[config.mk]
export PLATFORM = sky130hd
export DESIGN_NAME = fetch_queue_stage
export DESIGN_NICKNAME = d
export VERILOG_FILES = /design/src/rtl/riscv_pkg.sv /design/src/rtl/fetch_fifo.sv /design/src/rtl/fetch_queue_stage.sv
export SDC_FILE = /design/constraint.sdc
export NUM_CORES = 1
export LEC_CHECK = 0
export CAP_MARGIN = 20
export CORE_ASPECT_RATIO = 0.7
export CORE_MARGIN = 8
export CORE_UTILIZATION = 50
export DETAILED_ROUTE_END_ITERATION = 10
export PLACE_DENSITY = 0.8
export RECOVER_POWER = 100
export SYNTH_ARGS = -nofsm -noshare
export SYNTH_HDL_FRONTEND = slang
export SYNTH_SLANG_ARGS = --single-unit
[constraint.sdc]
create_clock -name clk -period 9.7 [get_ports clk]
set_input_delay 1.455 -clock clk [delete_from_list [all_inputs] [get_ports clk]]
set_output_delay 1.455 -clock clk [all_outputs]
set_load 0.1 [all_outputs]
[src/rtl/riscv_pkg.sv]
// riscv_pkg: shared core widths, NOP encoding and fetch queue entry type
package riscv_pkg;
  localparam int XLEN = 32;
  localparam logic [XLEN-1:0] RV_NOP = 32'h0000_0013;
  typedef struct packed {
    logic [XLEN-1:0] pc;
    logic [XLEN-1:0] instr;
  } fetch_entry_t;
endpackage

[src/rtl/fetch_fifo.sv]
// fetch_fifo: circular buffer of fetch entries with push, pop, flush and occupancy count
import riscv_pkg::*;
module fetch_fifo #(
  parameter int DEPTH = 2,
  localparam int AW = $clog2(DEPTH)
) (
  input  logic         clk,
  input  logic         rst_n,
  input  logic         flush,
  input  logic         push,
  input  logic         pop,
  input  fetch_entry_t wr_data,
  output fetch_entry_t rd_data,
  output logic [AW:0]  count
);
  logic [AW-1:0] rd_q, rd_d, wr_q, wr_d;
  logic [AW:0] cnt_q, cnt_d;
  fetch_entry_t mem_q [DEPTH];
  fetch_entry_t mem_d [DEPTH];
  // next pointers, occupancy and storage; flush empties the buffer
  always_comb begin
    mem_d = mem_q;
    if (push && !flush) mem_d[wr_q] = wr_data;
    rd_d = flush ? '0 : rd_q + AW'(pop);
    wr_d = flush ? '0 : wr_q + AW'(push);
    cnt_d = flush ? '0 : cnt_q + (AW+1)'(push) - (AW+1)'(pop);
  end
  // pointer and count registers
  always_ff @(posedge clk) begin
    if (!rst_n) begin
      rd_q <= '0;
      wr_q <= '0;
      cnt_q <= '0;
    end else begin
      rd_q <= rd_d;
      wr_q <= wr_d;
      cnt_q <= cnt_d;
    end
  end
  // entry storage needs no reset: contents are only visible while count is nonzero
  always_ff @(posedge clk) mem_q <= mem_d;
  assign rd_data = mem_q[rd_q];
  assign count = cnt_q;
endmodule

[src/rtl/fetch_queue_stage.sv]
// fetch_queue_stage: PC ownership, instruction fetch and queued valid/ready hand-off to decode
import riscv_pkg::*;
module fetch_queue_stage #(
  parameter logic [31:0] RESET_PC = 32'h0000_0000,
  parameter int FQ_DEPTH = 2
) (
  input  logic            clk,
  input  logic            rst_n,
  input  logic            fetch_en,
  output logic [XLEN-1:0] imem_addr,
  input  logic [XLEN-1:0] imem_data,
  input  logic            redirect_valid,
  input  logic [XLEN-1:0] redirect_pc,
  output logic            dec_valid,
  input  logic            dec_ready,
  output logic [XLEN-1:0] dec_instr,
  output logic [XLEN-1:0] dec_pc,
  output logic [XLEN-1:0] dec_pc_plus4
);
  localparam int AW = $clog2(FQ_DEPTH);
  logic [XLEN-1:0] pc_q, pc_d;
  logic push, pop;
  logic [AW:0] count;
  fetch_entry_t head;
  // handshake, push gating and next PC; a redirect wins and suppresses the push
  always_comb begin
    dec_valid = count != '0;
    pop = dec_valid & dec_ready;
    push = fetch_en & ~redirect_valid & ((count < (AW+1)'(FQ_DEPTH)) | pop);
    pc_d = redirect_valid ? (redirect_pc & ~32'h3) : push ? pc_q + 32'd4 : pc_q;
    dec_instr = dec_valid ? head.instr : RV_NOP;
    dec_pc = dec_valid ? head.pc : '0;
    dec_pc_plus4 = dec_pc + 32'd4;
  end
  // program counter register
  always_ff @(posedge clk) pc_q <= !rst_n ? RESET_PC : pc_d;
  assign imem_addr = pc_q;
  fetch_fifo #(.DEPTH(FQ_DEPTH)) u_fifo (
    .clk(clk),
    .rst_n(rst_n),
    .flush(redirect_valid),
    .push(push),
    .pop(pop),
    .wr_data('{pc: pc_q, instr: imem_data}),
    .rd_data(head),
    .count(count)
  );
endmodule
==> results.cfg, run 1 <==
[synthesis]
synth_top_flop_cell = sky130_fd_sc_hd__edfxtp_1
synth_most_common_cell = sky130_fd_sc_hd__edfxtp_1
synth-simple-area-share_pct = 15.49
synthesized_area_fraction_occupied_by_ao_oa_aoi_and_oai_cells_pct = 5.298
main_combinational_cell_family_by_area_after_synthesis = simple AND/OR/NAND/NOR gates
yosys-top-cells-area = sky130_fd_sc_hd__edfxtp_1 51%, sky130_fd_sc_hd__dfxtp_1 9.2%, sky130_fd_sc_hd__mux2i_1 8.4%
postSynthRegisterBits = 158
synth_seq_area_share_pct = 59.77
mappedNetlistArea_sq_um = 7368
synth_area_leader_cell = sky130_fd_sc_hd__edfxtp_1
synth_xor_xnor_area_share_pct = 6.775
adder_cell_share_of_the_synthesized_area_pct = 0.6792
async_flop_share_pct = 0
postSynthCellCount = 607
synthDistinctLibCells = 46
syn_avg_cell_area_sq_um = 12.14
synth_edf_count = 124
syn_warnings = 0
netlist_top_cells_count = 124 x sky130_fd_sc_hd__edfxtp_1, 68 x sky130_fd_sc_hd__nor2_1, 62 x sky130_fd_sc_hd__mux2i_1
muxShareOfSynthArea_pct = 8.728
synth_largest_type_area_fraction_pct = 50.53

[finish]
post_layout_nonfiller_instances = 997
layout_stage_area_growth_over_the_synthesis_result_pct = 34.98
antenna_cells_inserted = 0
numnets_final = 862
layout.filler_cells = 1028
fraction_of_final_layout_cells_with_drive_strength_greater_than_1_pct = 7.481

[routing]
wirelength_met1_mm = 8.480
wl_mm = 19.14
top_layer = met4
routed-wl-met2_mm = 9.130
drt-wirelength-per-cell_um = 19.20
vias_per_cell = 5.386
dr_wl_met3_mm = 1.211
drt.antenna.violating_nets = 0
route.vias.total = 5370
drc_errors = 0
first_pass_iters = 7
drtIter0Drc = 401

[global_routing]
grt_overflow = 0
grt_start_max_net_pins = 71
grt_first_pass_wirelength_mm = 29.99
globalRouteTotalUtil_pct = 19.97
initial_antenna_violation_count = 0
first_global_vias = 5472

[timing]
finClkSkew_ps = 11.13
grt_setup_unrepaired = false
timing.slew.headroom_pct = -140.6
worst-slew-pin-transition_ps = 3609
min_period_over_period_pct = 64.29
hold_viol_final = 0
fmax_mhz = 160.4
setup_total_negative_slack_ps = 0
maxSlewViolCount = 119
post-route-min-period_ps = 6236
final.setup.worst_slack_ps = 3464
setup_viol = 0

[clock_tree]
cts_made_buffers = 17
htreeDepth = 4
clockRootBuffer = sky130_fd_sc_hd__clkbuf_16
hold_buffers = 0
worstSkewPairLatency_ps = 410
tritoncts = built
cts_repair_resize_count = 0
numClockSinks = 158
cts_post_setup_buffers_inserted = 0
clock_path_buffers = 2
clock_transition_at_the_register_clock_pins_on_the_worst_setup_and_hold_paths_after_cts_ps = 60

[floorplan]
fp-row-count = 37
core-area_sq_um = 14540
die_h_um = 117.6
fp.dieW_um = 161.1
io_pins = 198
design.die.area_sq_um = 18940
initial_utilization_pct = 50.69

[power]
ir_drop_uv = 122.7
power_density_nw_per_um2 = 180.8
p_leak_nw = 3.595

[place]
detailedPlace.worstSlack_ps = 3986
place.detailed.instances = 965
final_weighted_congestion_of_routability_driven_global_placement = 0.8509
portBuffers = 189
hpwl_mm = 13.84

[status]
outcome = finished, violations left
violations = max-capacitance violations, max-slew violations

[critical_path]
worst_ep_arrival_time_ps = 4780
crit_fanout = 49
kind_of_end_point_of_the_critical_path = output port
critPathRequiredTime_ps = 8250
start_kind = flop
timing_worst_setup_path_type = reg -> out

[hold_path]
hp-class = reg -> reg

[run]
cap_violations = 2
[kinds of logic (layout without fill, tap and decap cells)]
| kind of cell | Yosys count | after routing |
|---|---|---|
| and+or+nand+nor | 216 | 216 |
| muxes | 64 | 64 |
| adders and majority gates | 4 | 4 |
| xor gates and xnor gates | 57 | 57 |
| buffers and inverters | 46 | 236 |
| AOI/OAI and AO/OA | 61 | 61 |
| other | 1 | 6 |
| DFF | 158 | 158 |
[path summary, 6_finish.rpt]
check / start / end / slack (ps) / cells past startpoint
worst min-delay path: imem_addr[31] / u_fifo.mem_q[127] / 530 / 0
worst max-delay path: u_fifo.rd_q / dec_pc_plus4[24] / 3460 / 7
worst max register to register: u_fifo.count[1] / u_fifo.mem_q[45] / 5430 / 5
worst min register to register: imem_addr[31] / u_fifo.mem_q[127] / 530 / 0
[registers in the layout, summed over array words and instances (netlist names)]
register,count
imem_addr,30
u_fifo.count,2
u_fifo.rd_q,1
u_fifo.wr_q,1
u_fifo.mem_q,124
[cell type report]
cell class / count / area, sq um / share of cell area, %
repair buffers: 193 / 1914 / 19.25
inverters: 11 / 41.29 / 0.4151
flip-flops and latches: 158 / 4408 / 44.32
multi-input cells: 408 / 2751 / 27.66
well taps: 195 / 244.0 / 2.453
clock inverters: 14 / 157.7 / 1.585
clock buffers: 18 / 429.2 / 4.315
[metal layers]
| layer | global-route usage [%] | up-vias |
|---|---|---|
| li1 | - | 2567 |
| met1 | 25.95 | 2590 |
| met2 | 31.88 | 192 |
| met3 | 5.136 | 21 |
| met4 | 6.920 | 0 |
| met5 | 0 | - |
[where the power goes]
group          total [W]  switching, W  internal [W]
registers       0.000789     0.0000276      0.000761
logic           0.000355      0.000275     0.0000796
clock network   0.000655      0.000272      0.000383
total            0.00180      0.000575       0.00122
[worst max-delay path: stages, from the launching register on]
cell and delay [ps]:
sky130_fd_sc_hd__dfxtp_4 750, sky130_fd_sc_hd__buf_4 630, sky130_fd_sc_hd__mux2i_1 280, sky130_fd_sc_hd__nor4b_2 500, sky130_fd_sc_hd__nand2_1 300, sky130_fd_sc_hd__nor4_1 430
sky130_fd_sc_hd__xor2_1 180, sky130_fd_sc_hd__dlygate4sd3_1 1230
[cells in the final DEF (no fill, tap or decap), types with 4 or more instances in the layout]
cell,netlist,layout
sky130_fd_sc_hd__a211oi_2,4,4
sky130_fd_sc_hd__a21oi_1,18,18
sky130_fd_sc_hd__and2_0,0,5
sky130_fd_sc_hd__and3_1,4,4
sky130_fd_sc_hd__clkbuf_16,0,17
sky130_fd_sc_hd__clkdlybuf4s50_1,0,33
sky130_fd_sc_hd__clkinvlp_4,0,5
sky130_fd_sc_hd__conb_1,1,6
sky130_fd_sc_hd__dfxtp_1,34,33
sky130_fd_sc_hd__dlygate4sd3_1,0,156
sky130_fd_sc_hd__edfxtp_1,124,124
sky130_fd_sc_hd__ha_1,4,4
sky130_fd_sc_hd__inv_1,10,10
sky130_fd_sc_hd__mux2i_1,62,62
sky130_fd_sc_hd__nand2_1,39,39
sky130_fd_sc_hd__nand2b_1,4,4
sky130_fd_sc_hd__nand3_1,22,22
sky130_fd_sc_hd__nand3b_1,9,9
sky130_fd_sc_hd__nand4_1,11,11
sky130_fd_sc_hd__nor2_1,68,68
sky130_fd_sc_hd__nor3_1,16,16
sky130_fd_sc_hd__nor4_1,11,11
sky130_fd_sc_hd__nor4_2,4,4
sky130_fd_sc_hd__o21ai_0,26,26
sky130_fd_sc_hd__xnor2_1,29,29
sky130_fd_sc_hd__xor2_1,28,28
[through the flow]
stage | total power, W | hold slack [ps] | utilization, % | area (sq um)
3_5_place_dp | 0.001171 | 515.2 | 64.48 | 9373
6_report | 0.001799 | 533.4 | 68.42 | 9946
2_1_floorplan | 0.001066 | 493.7 | - | 7387
5_1_grt | 0.001852 | 535.6 | 68.42 | 9946
3_3_place_gp | 0.001164 | 497.9 | 64.48 | 9373
4_1_cts | 0.001823 | 526.9 | 68.51 | 9960
Note: power is estimated with default switching activity, not from simulation.
==> run 2, diff against run 1 <==
Settings changed: CORE_UTILIZATION 50 to 49, PLACE_DENSITY 0.8 to 0.79.
Clock period 9.7 ns to 6.3 ns, I/O delays scaled along.
==> run 2 against run 1 <==
  * The run still ends with max-capacitance violations, max-slew violations left
  * Sequential power grew 53%
  * Count of clock-buffer cells in the layout shrank 1
  * Combinational power grew 54%
  * Total power grew 52%
  * Final cell count grew 0.30%
  * Final area is essentially flat
  * Clock power grew 50%
  * Sequential cell count is the same
  * Via count shrank 2.6%
  * First-iteration DRC count shrank 16%
  * Routed wire length shrank 1.5%
  * Setup slack lost 2800 ps
  * Largest cell class unchanged
==> results.cfg, run 2 (synthesis results as in run 1) <==
[status]
outcome = finished, violations left
violations = max-capacitance violations, max-slew violations

[floorplan]
fp-row-count = 37
fp.dieW_um = 162.6
die_h_um = 118.6
io_pins = 198
core-area_sq_um = 14720
initial_utilization_pct = 50.05
design.die.area_sq_um = 19280

[place]
portBuffers = 189
detailedPlace.worstSlack_ps = 1161
hpwl_mm = 13.82
final_weighted_congestion_of_routability_driven_global_placement = 0.8640

[routing]
first_pass_iters = 5
drtIter0Drc = 338
vias_per_cell = 5.229
drt.antenna.violating_nets = 0
drt-wirelength-per-cell_um = 18.86
route.vias.total = 5229
drc_errors = 0
wl_mm = 18.86

[clock_tree]
numClockSinks = 158
htreeDepth = 4
cts_made_buffers = 17
cts_post_setup_buffers_inserted = 0
cts_repair_resize_count = 0
hold_buffers = 0
clock_transition_at_the_register_clock_pins_on_the_worst_setup_and_hold_paths_after_cts_ps = 60
worstSkewPairLatency_ps = 420
tritoncts = built
clock_path_buffers = 2
clockRootBuffer = sky130_fd_sc_hd__clkbuf_16

[critical_path]
timing_worst_setup_path_type = reg -> out
cp_cell_sequence = buf_4 -> mux2i_1 -> nor4b_2 -> nand2_1 -> nor4_1 -> xor2_1 -> dlygate4sd3_1
worst_ep_arrival_time_ps = 4680
crit_fanout = 47
cpLargestDelayFamily = buffers and inverters
critPathRequiredTime_ps = 5350
critical_path.slowest_cell = sky130_fd_sc_hd__dlygate4sd3_1
cp_slowest_stage_delay_ps = 1250
cp_num_buf_inv = 2
kind_of_end_point_of_the_critical_path = output port
start_kind = flop

[finish]
mostFrequentLayoutCell = sky130_fd_sc_hd__dlygate4sd3_1
max_reg_flops = 124
layout_stage_area_growth_over_the_synthesis_result_pct = 35.03
antenna_cells_inserted = 0
layout.cells.most_common_list = 158 x sky130_fd_sc_hd__dlygate4sd3_1, 124 x sky130_fd_sc_hd__edfxtp_1, 68 x sky130_fd_sc_hd__nor2_1
fraction_of_final_layout_cells_with_drive_strength_greater_than_1_pct = 7.702
largest_register = u_fifo.mem_q
numnets_final = 865

[timing]
setup_total_negative_slack_ps = 0
hold_viol_final = 0
worst-slew-pin-transition_ps = 2877
setup_viol = 0
finClkSkew_ps = 9.068
timing.slew.headroom_pct = -91.83
final.setup.worst_slack_ps = 675.1
post-route-min-period_ps = 5625
fmax_mhz = 177.8
min_period_over_period_pct = 89.28
grt_setup_unrepaired = false
maxSlewViolCount = 123

[power]
ir_drop_uv = 188.8
power_density_nw_per_um2 = 275.6
p_total_w = 0.002742
p_leak_nw = 3.598

[global_routing]
grt_overflow = 0
grt_start_max_net_pins = 52
grt_first_pass_wirelength_mm = 29.15
initial_antenna_violation_count = 0
globalRouteTotalUtil_pct = 19.15
first_global_vias = 5330

[hold_path]
hp-class = reg -> reg

[run]
cap_violations = 3
-- run 2: cell count changes in the layout (fill, tap and decap cells not counted), moves of 2 or more --
cell	before	now
sky130_fd_sc_hd__clkinv_4	2	0
sky130_fd_sc_hd__inv_8	1	3
sky130_fd_sc_hd__clkdlybuf4s50_1	33	31
sky130_fd_sc_hd__dlygate4sd3_1	156	158
sky130_fd_sc_hd__inv_6	3	6
sky130_fd_sc_hd__clkbuf_1	3	5
-- run 2: cell type report --
class                   count  area [sq um]
flip-flops and latches    158          4408
clock buffers              17         425.4
well taps                 195         244.0
repair buffers            196          1926
clock inverters            15         147.6
fillers                  1066          4772
multi-input cells         408          2754
inverters                  11         45.04
-- run 2: metal layers --
layer	part of all wire (%)	wire length (um)	global-route usage [%]
met5	0	0	0
met4	0.90	169	5.314
met3	8.1	1528	5.097
met2	47	8796	29.49
met1	44	8362	26.20
-- run 2: final timing paths --
check	startpoint	end	slack, ps	depth (start not counted)
hold / removal	imem_addr[29]	u_fifo.mem_q[125]	540	0
hold reg to reg	imem_addr[29]	u_fifo.mem_q[125]	540	0
setup reg to reg	u_fifo.count[1]	u_fifo.mem_q[47]	2060	5
setup / recovery	u_fifo.rd_q	dec_pc_plus4[26]	680	7
-- run 2: power by group --
part	switching, W	total, W	internal (W)	leakage (nW)
Sequential	0.0000427	0.00121	0.00117	1.43
Combinational	0.000423	0.000546	0.000123	1.90
Clock	0.000427	0.000983	0.000556	0.275
Total	0.000893	0.00274	0.00185	3.60
-- run 2: stage by stage --
stage                     hold WS [ps]  utilization (%)  std cells  instance area (sq um)
final                            543.4            67.58       1000                   9950
after global routing             558.8            67.58       1000                   9950
after CTS                        541.6            67.65        998                   9960
after detailed placement         532.1            63.76        966                   9387
after global placement           523.2            63.76        966                   9387
after floorplan                  493.7                -        612                   7393
